[src/rtl/ddr2pe_config.sv]
// ddr2pe_config: decodes DDR->PE load instructions, programs the DDR read
// engines (ddr1 = image, ddr2 = weight/bias) and the PE-buffer scatter unit,
// then blocks the next instruction until every started engine reports done.
//
// Handshake: an instruction is taken on a rising edge where
// i_ins_valid && o_ins_ready; i_ins must be stable while i_ins_valid is high.
// The engines are fire-and-forget: a one-cycle start pulse, then a one-cycle
// done pulse whenever the engine finishes (possibly in the start cycle).
module ddr2pe_config #(
  parameter int PE_NUM     = 32,
  parameter int INST_W     = 64,
  parameter int DDR_ADDR_W = 32,
  parameter int BURST_W    = 16,
  localparam int PE_W      = (PE_NUM > 1) ? $clog2(PE_NUM) : 1
) (
  input  logic                  clk,
  input  logic                  rst,
  input  logic [3:0]            i_layer_type,
  input  logic [3:0]            i_in_ch_seg,
  input  logic [7:0]            i_img_width,
  input  logic [INST_W-1:0]     i_ins,
  input  logic                  i_ins_valid,
  output logic                  o_ins_ready,
  output logic                  o_ins_done,
  output logic                  o_ddr1_start,
  output logic [DDR_ADDR_W-1:0] o_ddr1_st_addr,
  output logic [DDR_ADDR_W-1:0] o_ddr1_step,
  output logic [BURST_W-1:0]    o_ddr1_burst,
  output logic [BURST_W-1:0]    o_ddr1_burst_num,
  input  logic                  i_ddr1_done,
  output logic                  o_ddr2_start,
  output logic [DDR_ADDR_W-1:0] o_ddr2_st_addr,
  output logic [DDR_ADDR_W-1:0] o_ddr2_step,
  output logic [BURST_W-1:0]    o_ddr2_burst,
  output logic [BURST_W-1:0]    o_ddr2_burst_num,
  input  logic                  i_ddr2_done,
  output logic                  o_sc_start,
  output logic [1:0]            o_sc_conf_mode,
  output logic [3:0]            o_sc_conf_pix_num,
  output logic [3:0]            o_sc_conf_row_num,
  output logic [PE_W-1:0]       o_sc_conf_pe_sel,
  input  logic                  i_sc_done,
  output logic [1:0]            o_dbg_state
);

  typedef enum logic [1:0] {
    S_IDLE  = 2'd0,
    S_START = 2'd1,
    S_WORK  = 2'd2,
    S_DONE  = 2'd3
  } state_t;

  state_t r_state;

  logic                  r_ins_ready;
  logic                  r_ins_done;
  logic                  r_ddr1_start;
  logic                  r_ddr2_start;
  logic                  r_sc_start;
  logic [DDR_ADDR_W-1:0] r_ddr1_st_addr;
  logic [DDR_ADDR_W-1:0] r_ddr1_step;
  logic [BURST_W-1:0]    r_ddr1_burst;
  logic [BURST_W-1:0]    r_ddr1_burst_num;
  logic [DDR_ADDR_W-1:0] r_ddr2_st_addr;
  logic [DDR_ADDR_W-1:0] r_ddr2_step;
  logic [BURST_W-1:0]    r_ddr2_burst;
  logic [BURST_W-1:0]    r_ddr2_burst_num;
  logic [1:0]            r_sc_mode;
  logic [3:0]            r_sc_pix_num;
  logic [3:0]            r_sc_row_num;
  logic [PE_W-1:0]       r_sc_pe_sel;

  // Which read engine the current op started, and the sticky done flags.
  logic r_op_img;
  logic r_ddr1_seen;
  logic r_ddr2_seen;
  logic r_sc_seen;

  // Instruction fields
  logic [3:0] w_opcode;
  logic [5:0] w_buf_id;
  logic [3:0] w_row_num;
  logic [3:0] w_pix_num;
  logic [7:0] w_size;
  logic       w_is_img;
  logic       w_is_wgt;
  logic       w_is_bias;
  logic       w_legal;
  logic       w_accept;

  assign w_opcode  = i_ins[61:58];
  assign w_buf_id  = i_ins[57:52];
  assign w_row_num = i_ins[47:44];
  assign w_pix_num = i_ins[43:40];
  assign w_size    = i_ins[47:40];

  assign w_is_img  = (w_opcode == 4'b0001);
  assign w_is_wgt  = (w_opcode == 4'b0010);
  assign w_is_bias = (w_opcode == 4'b0100);
  assign w_legal   = w_is_img | w_is_wgt | w_is_bias;
  assign w_accept  = i_ins_valid & r_ins_ready;

  // Derived configuration. Arithmetic is done modulo the port width, which
  // equals computing at full width and truncating.
  logic [BURST_W-1:0]    w_ddr1_burst;
  logic [DDR_ADDR_W-1:0] w_ddr1_step;
  logic [BURST_W-1:0]    w_ddr1_burst_num;
  logic [BURST_W-1:0]    w_size_p1;
  logic [5:0]            w_pe_full;
  logic [DDR_ADDR_W-1:0] w_st_addr;

  assign w_ddr1_burst     = ((BURST_W'(w_pix_num) + BURST_W'(1)) *
                             BURST_W'(i_in_ch_seg)) << 5;
  assign w_ddr1_step      = ((DDR_ADDR_W'(w_pix_num) + DDR_ADDR_W'(1)) *
                             DDR_ADDR_W'(i_img_width)) << 5;
  assign w_ddr1_burst_num = BURST_W'(w_row_num) + BURST_W'(1);
  assign w_size_p1        = BURST_W'(w_size) + BURST_W'(1);
  assign w_pe_full        = i_layer_type[0] ? (w_buf_id >> 2) : w_buf_id;
  assign w_st_addr        = DDR_ADDR_W'(i_ins[31:0]);

  // Done flags including this cycle's pulses; only started engines count.
  logic w_ddr1_seen_nxt;
  logic w_ddr2_seen_nxt;
  logic w_sc_seen_nxt;
  logic w_all_done;

  assign w_ddr1_seen_nxt = r_ddr1_seen | (i_ddr1_done & r_op_img);
  assign w_ddr2_seen_nxt = r_ddr2_seen | (i_ddr2_done & ~r_op_img);
  assign w_sc_seen_nxt   = r_sc_seen | i_sc_done;
  assign w_all_done      = w_sc_seen_nxt &
                           (r_op_img ? w_ddr1_seen_nxt : w_ddr2_seen_nxt);

  // Sequencer FSM with registered handshake, start pulses and configuration.
  always_ff @(posedge clk) begin
    if (rst) begin
      r_state          <= S_IDLE;
      r_ins_ready      <= 1'b1;
      r_ins_done       <= 1'b0;
      r_ddr1_start     <= 1'b0;
      r_ddr2_start     <= 1'b0;
      r_sc_start       <= 1'b0;
      r_ddr1_st_addr   <= '0;
      r_ddr1_step      <= '0;
      r_ddr1_burst     <= '0;
      r_ddr1_burst_num <= '0;
      r_ddr2_st_addr   <= '0;
      r_ddr2_step      <= '0;
      r_ddr2_burst     <= '0;
      r_ddr2_burst_num <= '0;
      r_sc_mode        <= '0;
      r_sc_pix_num     <= '0;
      r_sc_row_num     <= '0;
      r_sc_pe_sel      <= '0;
      r_op_img         <= 1'b0;
      r_ddr1_seen      <= 1'b0;
      r_ddr2_seen      <= 1'b0;
      r_sc_seen        <= 1'b0;
    end else begin
      r_ins_done   <= 1'b0;
      r_ddr1_start <= 1'b0;
      r_ddr2_start <= 1'b0;
      r_sc_start   <= 1'b0;
      case (r_state)
        S_IDLE: begin
          if (w_accept) begin
            r_ins_ready <= 1'b0;
            r_ddr1_seen <= 1'b0;
            r_ddr2_seen <= 1'b0;
            r_sc_seen   <= 1'b0;
            if (w_legal) begin
              r_state      <= S_START;
              r_op_img     <= w_is_img;
              r_sc_start   <= 1'b1;
              r_sc_pe_sel  <= PE_W'(w_pe_full);
              if (w_is_img) begin
                r_ddr1_start     <= 1'b1;
                r_ddr1_st_addr   <= w_st_addr;
                r_ddr1_burst     <= w_ddr1_burst;
                r_ddr1_step      <= w_ddr1_step;
                r_ddr1_burst_num <= w_ddr1_burst_num;
                r_sc_mode        <= 2'd0;
                r_sc_pix_num     <= w_pix_num;
                r_sc_row_num     <= w_row_num;
              end else begin
                r_ddr2_start     <= 1'b1;
                r_ddr2_st_addr   <= w_st_addr;
                r_ddr2_burst     <= w_is_wgt ? (w_size_p1 << 5) : w_size_p1;
                r_ddr2_step      <= '0;
                r_ddr2_burst_num <= BURST_W'(1);
                r_sc_mode        <= w_is_wgt ? 2'd1 : 2'd2;
                r_sc_pix_num     <= 4'd0;
                r_sc_row_num     <= 4'd0;
              end
            end else begin
              r_state    <= S_DONE;
              r_ins_done <= 1'b1;
            end
          end
        end
        S_START: begin
          r_ddr1_seen <= w_ddr1_seen_nxt;
          r_ddr2_seen <= w_ddr2_seen_nxt;
          r_sc_seen   <= w_sc_seen_nxt;
          r_state     <= S_WORK;
        end
        S_WORK: begin
          r_ddr1_seen <= w_ddr1_seen_nxt;
          r_ddr2_seen <= w_ddr2_seen_nxt;
          r_sc_seen   <= w_sc_seen_nxt;
          if (w_all_done) begin
            r_state     <= S_IDLE;
            r_ins_ready <= 1'b1;
            r_ins_done  <= 1'b1;
          end
        end
        default: begin
          r_state     <= S_IDLE;
          r_ins_ready <= 1'b1;
        end
      endcase
    end
  end

  assign o_ins_ready       = r_ins_ready;
  assign o_ins_done        = r_ins_done;
  assign o_ddr1_start      = r_ddr1_start;
  assign o_ddr1_st_addr    = r_ddr1_st_addr;
  assign o_ddr1_step       = r_ddr1_step;
  assign o_ddr1_burst      = r_ddr1_burst;
  assign o_ddr1_burst_num  = r_ddr1_burst_num;
  assign o_ddr2_start      = r_ddr2_start;
  assign o_ddr2_st_addr    = r_ddr2_st_addr;
  assign o_ddr2_step       = r_ddr2_step;
  assign o_ddr2_burst      = r_ddr2_burst;
  assign o_ddr2_burst_num  = r_ddr2_burst_num;
  assign o_sc_start        = r_sc_start;
  assign o_sc_conf_mode    = r_sc_mode;
  assign o_sc_conf_pix_num = r_sc_pix_num;
  assign o_sc_conf_row_num = r_sc_row_num;
  assign o_sc_conf_pe_sel  = r_sc_pe_sel;
  assign o_dbg_state       = r_state;

endmodule

[config.mk]
export PLATFORM = sky130hd
export DESIGN_NAME = ddr2pe_config
export DESIGN_NICKNAME = d
export VERILOG_FILES = /design/src/rtl/ddr2pe_config.sv
export SDC_FILE = /design/constraint.sdc
export NUM_CORES = 1
export LEC_CHECK = 0
export CELL_PAD_IN_SITES_DETAIL_PLACEMENT = 0
export CELL_PAD_IN_SITES_GLOBAL_PLACEMENT = 2
export CORE_MARGIN = 2
export CORE_UTILIZATION = 24
export DETAILED_ROUTE_END_ITERATION = 6
export MAX_ROUTING_LAYER = met4
export PLACE_DENSITY_LB_ADDON = 0.1
export SYNTH_ARGS = -nofsm -noshare
export SYNTH_HDL_FRONTEND = slang
export SYNTH_SLANG_ARGS = --single-unit
export TNS_END_PERCENT = 1
[constraint.sdc]
create_clock -name clk -period 5.8 [get_ports clk]
set_input_delay 0.58 -clock clk [delete_from_list [all_inputs] [get_ports clk]]
set_output_delay 0.58 -clock clk [all_outputs]
set_load 0.02 [all_outputs]
Word-level counts from Yosys, hierarchy flattened:

Cells that the tools add are included.
W data, S select, Z words.

* add/subtract/negate cells: 4
* $mul: 2
* equal/unequal tests: 7
* multiplexer cells: 24
* bitwise gates (word level): 15
* reductions and logical operators: 11

Operators by type and width (count)
* $add A4 B1 Y5 const B: 3
* $mux W14: 1
* $mul A5 B8 Y13: 1
* $mux W2: 5
* $add A8 B1 Y9 const B: 1
* $mul A5 B4 Y9: 1
* $mux W1: 9
* $mux W4: 2
* $pmux W1 S2: 4
* $reduce_and A4 Y1: 2
* $not A1 Y1: 6
* $pmux W2 S3: 1
* $reduce_and A3 Y1: 2
* $mux W5: 1
* $or A1 B1 Y1: 5
* $and A1 B1 Y1: 4
* $eq A4 B1 Y1 const B: 1
* $eq A4 B2 Y1 const B: 1
* $eq A4 B3 Y1 const B: 1
* $ne A2 B2 Y1 const B: 2
* $reduce_and A2 Y1: 2
* $reduce_or A4 Y1: 1
* $pmux W1 S3: 1
* $reduce_or A3 Y1: 1
* 5 further kinds: 5

* register bits: 161
* input bits: 86
* output and inout port bits: 214
* word-level logic and storage cells: 84

Logic depth before layout (Yosys ltp):

Gate-level depths: netlist of run 1.

* depth after elaboration: 7
* mapped depth: 17

Least setup slack after synthesis of run 1:

OpenSTA, ideal clock, no wires.

* path type: in2reg
* from: input i_ins[40]
* to: register r_ddr1_step[17], in the netlist o_ddr1_step[17]
* library setup time: 62 ps
* data arrival time: 4380 ps
* required time: 5738 ps
* setup slack: 1358 ps
* stages: 16
* buffers on the path: 2
* path through: ha_1 > and3_1 > clkbuf_1 > clkbuf_1 > and2_1 > fa_1 > fa_1 > inv_1 > fa_1 > inv_1 > ha_1 > nand2_1 > o21ai_0 > a21oi_1 > or4b_1 > nand3_1

* longest elaborated chain between the ends: 2

Ends and longest elaborated chain
* start: declaration: RTL line 21 `input logic [INST_W-1:0] i_ins,`
* $add A4 B1 Y5: RTL line 114 `assign w_ddr1_step = ((DDR_ADDR_W'(w_pix_num) + DDR_ADDR_W'(1)) *`
* $mul A5 B8 Y13: RTL line 114
* end signal: assignment: RTL line 179 `r_ddr1_step <= w_ddr1_step;`
* end: declaration: RTL line 61 `logic [DDR_ADDR_W-1:0] r_ddr1_step;`

No other way between the ends.
A chain may end at the register's enable or synchronous reset.

Worst setup path in the final report of run 1:

* from: input i_ins[41]
* to: register r_ddr1_step[17], in the netlist o_ddr1_step[17]

The elaborated chain is that of the path after synthesis.

==> results of run 1 <==
[worst max-delay path, delay by kind of cell]
kind	cells	cell delay, ps
AO/OA/AOI/OAI	2	490
adder cells (fa/ha/maj)	5	2070
buffers and inverters	3	630
AND/OR/NAND/NOR	5	1270
[path summary, 6_finish.rpt]
kind	to	slack (ps)	depth (start not counted)
setup / recovery	o_ddr1_step[17]	1130	15
hold / removal	o_ddr2_burst[4]	450	2
setup reg to reg	o_ddr1_burst[12]	3000	7
hold reg to reg	o_ddr2_burst[4]	450	2
[registers in the layout, indices dropped and copies added (netlist names), 4 cells and up]
register           cells
o_sc_conf_row_num      4
o_ddr2_burst          14
o_ddr1_st_addr        32
o_sc_conf_pix_num      4
o_ddr1_step           13
o_sc_conf_pe_sel       5
o_ddr2_st_addr        32
o_ddr1_burst           9
o_ddr1_burst_num       5
[metal layers]
| layer | vias to the layer above | global-route usage [%] | routed length, um |
|---|---|---|---|
| met4 | 0 | 4.34 | 389 |
| met5 | - | - | 0 |
| met3 | 19 | 3.58 | 1460 |
| met2 | 194 | 22.2 | 10200 |
| li1 | 3123 | - | - |
| met1 | 2886 | 20.3 | 11200 |
[kinds of logic after synthesis]
kind of cell,count (synthesis)
buffers and inverters,172
muxes,5
and+or+nand+nor,335
other,1
xor gates and xnor gates,13
adders and majority gates,63
DFF,132
AOI/OAI and AO/OA,165
[final cells by class]
type	count	area (sq um)	area share, %
Sequential cell	132	2640	26.7
Multi-Input combinational cell	667	3990	40.4
Clock buffer	18	429	4.34
Timing Repair Buffer	205	2030	20.5
Tap cell	390	488	4.93
Clock inverter	14	165	1.67
Inverter	38	143	1.44
[power by group]
part | internal (mW) | switching [mW] | total [mW]
Clock | 0.648 | 0.480 | 1.13
Combinational | 0.269 | 0.420 | 0.689
Sequential | 0.948 | 0.0236 | 0.971
Total | 1.86 | 0.923 | 2.79
[per-stage QoR]
| step | std cells | cell area, sq um | setup slack, ps | hold WS, ps | util [%] |
|---|---|---|---|---|---|
| floorplan | 971 | 7590 | 1360 | 454 | - |
| global placement | 1432 | 9290 | 718 | 440 | 31.3 |
| detailed placement | 1432 | 9290 | 695 | 445 | 31.3 |
| CTS | 1464 | 9890 | 1130 | 453 | 33.3 |
| global route | 1464 | 9890 | 865 | 463 | 33.3 |
| finish | 1464 | 9890 | 1130 | 451 | 33.3 |
[cells in the final DEF, fill, tap and decap left out, types with 8 or more instances in the layout]
cell	Yosys	layout
clkbuf_16	0	17
a21oi_1	104	104
a211oi_1	11	11
nand3_1	19	19
nor2_1	47	47
dfxtp_1	132	132
nand2_1	185	185
ha_1	39	39
nand3b_1	10	10
conb_1	1	86
fa_1	24	24
a22oi_1	15	15
inv_1	38	38
and2_1	34	34
xnor2_1	8	8
buf_4	87	10
clkdlybuf4s50_1	0	195
==> metrics.sh, run 1 <==
RUN_STATUS='complete, no violations'
NUMBER_OF_ANTENNA_VIOLATIONS_AT_THE_FIRST_CHECK_IN_GLOBAL_ROUTING=0
FIRST_GLOBAL_VIAS=6001
WORSTSETUPSTARTPOINT='i_ins[41]'
ROUTED_WIRELENGTH_UM=23300
HOLD_BUFFERS=0
GRT_SETUP_UNREPAIRED='false'
CRIT_ARRIVAL_PS=5040
ROUTED-VIA-COUNT=6222
STD_CELL_ROWS=63
CTS_MAX_PATH_BUFFERS=2
TIMING.FINAL.CRIT_PERIOD_PS=4670
DIE-WIDTH_UM=178
SYNTHDOMINANTAREACELLTYPE='dfxtp_1'
POWER.IR.VDD_WORST_uV=164
SETUP.WORST_PATH.CLASS='in -> reg'
PLACEMENT.IO_BUFFERS=196
SYN_AREA_SQ_UM=7280
ROUTE.ANTENNA.REMAINING_NETS=0
CLK_ROOT_BUFFER_CELL='clkbuf_16'
GLOBALPLACE.CONGESTION=0.764
CRIT_PATH_CELL_TRACE='clkdlybuf4s50_1 > ha_1 > and3_1 > and2_1 > fa_1 > fa_1 > inv_1 > fa_1 > inv_1 > ha_1 > nand2_1 > o21ai_0 > a21oi_1 > or4b_1 > nand3_1'
CRITICAL_PATH_REQUIRED_PS=6170
YS_FF_LATCH=132
REG2REG_FROM='o_dbg_state[0]'
GRT-OVFL-TOTAL=0
INITIAL_UTILIZATION_PCT=24.5
CORE-AREA_SQ_UM=29700
TIMING.CLOCK.SKEW_PS=10.6
CELLLEAKAGEPOWER_nW=3.84
FINAL_LAYOUT_SIZE_SUFFIX_GT1_SHARE_PCT=4.38
FMAX_MHz=214
SYNTH_COMPOUND_GATE_AREA_SHARE_PCT=13.5
SYNTHESIS.AREA_PER_INSTANCE_SQ_UM=8.21
POWER_mW=2.79
SLOWEST_CELL_ON_THE_CRITICAL_PATH='fa_1'
AREA.GROWTH.SYNTH_TO_FINAL_PCT=35.9
GLOBALROUTETOTALUTIL_PCT=15.0
POST_SYNTH_MAIN_AREA_CONTRIBUTORS='dfxtp_1 (36%), nand2_1 (9.5%), buf_4 (9.0%)'
CTS.REPORTEDPATHS.CLKPINSLEW_PS=70
SYNTHMOSTINSTANTIATEDCELL='nand2_1'
YOSYSWARNINGS=0
SEQUENTIAL_ELEMENT_SHARE_OF_THE_SYNTHESIZED_AREA_PCT=36.3
SYNTH_LARGEST_TYPE_AREA_FRACTION_PCT=36.3
PERIOD_UTILIZATION_POST_ROUTE_PCT=80.6
DETAILEDROUTE.FIRSTITERATIONVIOLATIONS=207
GRT_MAX_DEGREE=78
SYNTH_FA_HA_AREA_SHARE_PCT=13.3
POST_CTS.RESIZED_INSTANCES=0
START_KIND='input pin'
CHIPHEIGHT_UM=178
POST_SYNTH_XOR_AREA_FRACTION_PCT=1.56
LAYOUT.FILLER_CELLS=3159
SLEW-LIMIT-HEADROOM_PCT=28.4
YOSYS.CELL_TYPES.COUNT=52
WORST_HOLD_LAUNCH='o_ddr2_burst[4]'
POST_SYNTH_TOP_CELLS='nand2_1 (185), dfxtp_1 (132), a21oi_1 (104)'
IO_PINS=300
VIAS_PER_CELL=4.25
CLOCK_LATENCY_AT_THE_LATER_PIN_OF_THE_WORST_SKEW_PAIR_PS=420
SYNTH_TOP_FAMILY_BY_AREA='simple AND/OR/NAND/NOR gates'
SYNTH_CELLS=886
PWR_DENSITY_CELL_nW_PER_UM2=282
HPWLAFTERDP_UM=16000
CTS_MAX_LEVEL=4
CTS_NUM_SINKS=132
DRC=0
HOLD_VIOL_FINAL=0
CTS_TREE='yes'
FIRST_PASS_GRT_WIRE_LENGTH_UM=35200
SYNTH_SIMPLE_GATE_AREA_SHARE_PCT=21.2
ANTENNA_CELLS_INSERTED=0
TRITONCTS.NUM_BUFFERS=17
CRITPATHMOSTFREQUENTCELL='fa_1'
DRT-PASS1-ITER-COUNT=4
SYNTH_MUX_AREA_SHARE_PCT=0.688
WORST-SLEW-PIN-TRANSITION_PS=1070
SYNTHFLOPTYPE='dfxtp_1'
SHARE_OF_SYNTHESIZED_REGISTERS_CARRYING_AN_ASYNC_SET_OR_RESET_PCT=0
POST_CTS.REPAIR.SETUP_BUFFERS=0
FINAL_NET_COUNT=1210
DRV.MAX_CAP_VIOLATION_COUNT=0
WORSTPATHMAXFANOUT=10
SYNTH_EDF_COUNT=0
MAXSLEWVIOLCOUNT=0
DIEAREA_SQ_UM=31700
WL_PER_CELL_UM=15.9
CRIT_PATH_END_KIND='flop'
HP-CLASS='reg -> reg'
FINALSETUPVIOLATIONS=0
SETUP_TOTAL_NEGATIVE_SLACK_PS=0
TIMING.CRITICAL_PATH.SLOWEST_CELL_DELAY_PS=550
Power figures use the tool's default switching activity.
==> run 2: changes to the inputs <==
clock period = 4.3 ns   (was 5.8 ns; I/O delays follow)
==> run 2 against run 1 <==
  * Clock-buffer cell count stayed put
  * Worst hold slack better by 1.4 ps
  * Combinational power is 45% higher
  * Sequential power is 35% higher
  * Routed wire length is 2.3% higher
  * Design area is 2.6% higher
  * Clock power is 34% higher
  * Cell count is 2.1% higher
  * Global-route usage is 0.53 points higher
  * Sequential share of layout area is 0.68 points lower
  * Critical path type unchanged
  * Critical endpoint unchanged
  * Largest power group unchanged
  * Highest routed layer unchanged
==> metrics.sh, run 2 (synthesis gave the netlist of run 1 again) <==
RUN_STATUS='complete, no violations'
LAYOUT.CELLS.MOST_COMMON='clkdlybuf4s50_1'
CLOCK_LATENCY_AT_THE_LATER_PIN_OF_THE_WORST_SKEW_PAIR_PS=420
DRC=0
ROUTED_WIRELENGTH_UM=23800
CELLLEAKAGEPOWER_nW=4.00
PLACEMENT.IO_BUFFERS=196
GRT_SETUP_UNREPAIRED='false'
DRV.MAX_CAP_VIOLATION_COUNT=0
POSTLAYOUTCELLAREA_SQ_UM=10100
TIMING.CLOCK.SKEW_PS=14.8
SETUP.WORST_PATH.CLASS='in -> reg'
DIEAREA_SQ_UM=31700
TIMING.REG2REG.SETUP_SLACK_PS=1580
START_KIND='input pin'
CRIT-REG2REG-CAPTURE='o_ddr2_burst[6]'
FINAL_LAYOUT_SIZE_SUFFIX_GT1_SHARE_PCT=7.51
VIAS_PER_CELL=4.20
R2R_CELLS=5
MAXSLEWVIOLCOUNT=0
PERIOD_UTILIZATION_POST_ROUTE_PCT=94.9
INITIAL_UTILIZATION_PCT=24.5
HP-CLASS='reg -> reg'
WORST_HOLD_LAUNCH='o_ddr1_step[10]'
INSTANCES_NO_FILL=1495
STD_CELL_ROWS=63
DIE-WIDTH_UM=178
MOST_FREQUENT_CELLS_IN_THE_LAYOUT='clkdlybuf4s50_1 (193), nand2_1 (185), dfxtp_1 (132), a21oi_1 (103), conb_1 (86)'
GRT-OVFL-TOTAL=0
HPWLAFTERDP_UM=17000
CORE-AREA_SQ_UM=29700
ANTENNA_CELLS_INSERTED=0
CTS_MAX_PATH_BUFFERS=2
AREA.GROWTH.SYNTH_TO_FINAL_PCT=39.4
CTS_MAX_LEVEL=4
WORST-SLEW-PIN-TRANSITION_PS=1060
REG2REG_FROM='o_dbg_state[1]'
GLOBALROUTETOTALUTIL_PCT=15.5
LAYOUT.FILLER_CELLS=3191
WL_PER_CELL_UM=15.9
HOLD_VIOL_FINAL=0
POWER.IR.VDD_WORST_uV=211
ROUTE.ANTENNA.REMAINING_NETS=0
CLK_ROOT_BUFFER_CELL='clkbuf_16'
WORSTPATHMAXFANOUT=5
PWR_DENSITY_CELL_nW_PER_UM2=377
DRT-PASS1-ITER-COUNT=4
CHIPHEIGHT_UM=178
IO_PINS=300
FMAX_MHz=245
CTS.REPORTEDPATHS.CLKPINSLEW_PS=70
CRITICAL_PATH_REQUIRED_PS=4660
CRIT_ARRIVAL_PS=4440
FIRST_GLOBAL_VIAS=6274
CTS_TREE='yes'
DETAILEDROUTE.FIRSTITERATIONVIOLATIONS=221
FINALSETUPVIOLATIONS=0
TRITONCTS.NUM_BUFFERS=17
TIMING.FINAL.CRIT_PERIOD_PS=4080
CRIT_PATH_END_KIND='flop'
NUMBER_OF_ANTENNA_VIOLATIONS_AT_THE_FIRST_CHECK_IN_GLOBAL_ROUTING=0
GLOBALPLACE.CONGESTION=0.740
SLEW-LIMIT-HEADROOM_PCT=29.2
ROUTED-VIA-COUNT=6286
FIRST_PASS_GRT_WIRE_LENGTH_UM=36600
HOLD_END='o_ddr1_step[10]'
PLACEMENT.CELL_AREA_SQ_UM=9530
GRT_MAX_DEGREE=66
HOLD_PATH_DEPTH=2
CTS_NUM_SINKS=132
FINAL_NET_COUNT=1241
PLACED_CELLS=1463
==> run 2: per-stage QoR <==
step / setup slack [ps] / TNS (ps) / hold slack, ps / power (mW) / util (%)
global route: 15.5 / 0 / 472 / 4.07 / 34.1
detailed placement: -493 / -2680 / 444 / 2.34 / 32.1
CTS: 0.833 / 0 / 452 / 3.89 / 34.1
floorplan: 7.92 / 0 / 454 / 2.00 / -
global placement: -394 / -2090 / 440 / 2.35 / 32.1
finish: 221 / 0 / 452 / 3.82 / 34.1
==> run 2: per-layer routing <==
layer | wire length, um | part of all wire (%) | GRT usage (%)
met2 | 11100 | 47 | 24.5
met3 | 1270 | 5.3 | 3.26
met5 | 0 | 0 | -
met4 | 140 | 0.59 | 2.97
met1 | 11300 | 48 | 20.6
==> run 2: critical path, cell delays in order <==
cell,delay [ps]
clkdlybuf4s50_1,420
buf_4,160
xor2_1,150
buf_4,150
and2_1,170
fa_1,500
fa_1,550
inv_1,60
fa_1,520
inv_1,60
ha_4,270
nand2_1,60
o21ai_2,130
buf_4,130
a21oi_2,80
or4b_1,510
nand3_1,90
==> run 2: final cells by class <==
cell class | count | area, sq um | area share (%)
clock buffer | 18 | 429 | 4.23
clock inverter | 14 | 165 | 1.63
tap | 390 | 488 | 4.81
inverter | 38 | 143 | 1.41
sequential | 132 | 2640 | 26.0
multi-input combinational | 667 | 4020 | 39.6
timing repair buffer | 236 | 2260 | 22.3
==> run 2: report_power, final <==
group          switching (mW)  internal (mW)
clock                   0.631          0.874
sequential             0.0346           1.28
combinational           0.586          0.415
==> run 2: what timing repair did <==
action	in CTS	in global routing
hold endpoints to repair	0	0
cloned	0	0
pin swaps	0	1
hold buffers	0	0
resized for setup	2	7
setup endpoints to repair	3	6
buffers inserted	0	0
==> run 2: worst max path at each step <==
stage / to / startpoint / slack [ps] / cells after the start
after floorplan: o_ddr1_step[17] / i_ins[40] / 8 / 16
after global placement: o_ddr1_step[17] / i_ins[40] / -390 / 16
after detailed placement: o_ddr1_step[17] / i_ins[40] / -490 / 16
after CTS: o_ddr1_step[17] / i_ins[41] / 0.8 / 16
after global routing: o_ddr1_step[16] / i_ins[42] / 20 / 17
final: o_ddr1_step[17] / i_ins[42] / 220 / 17
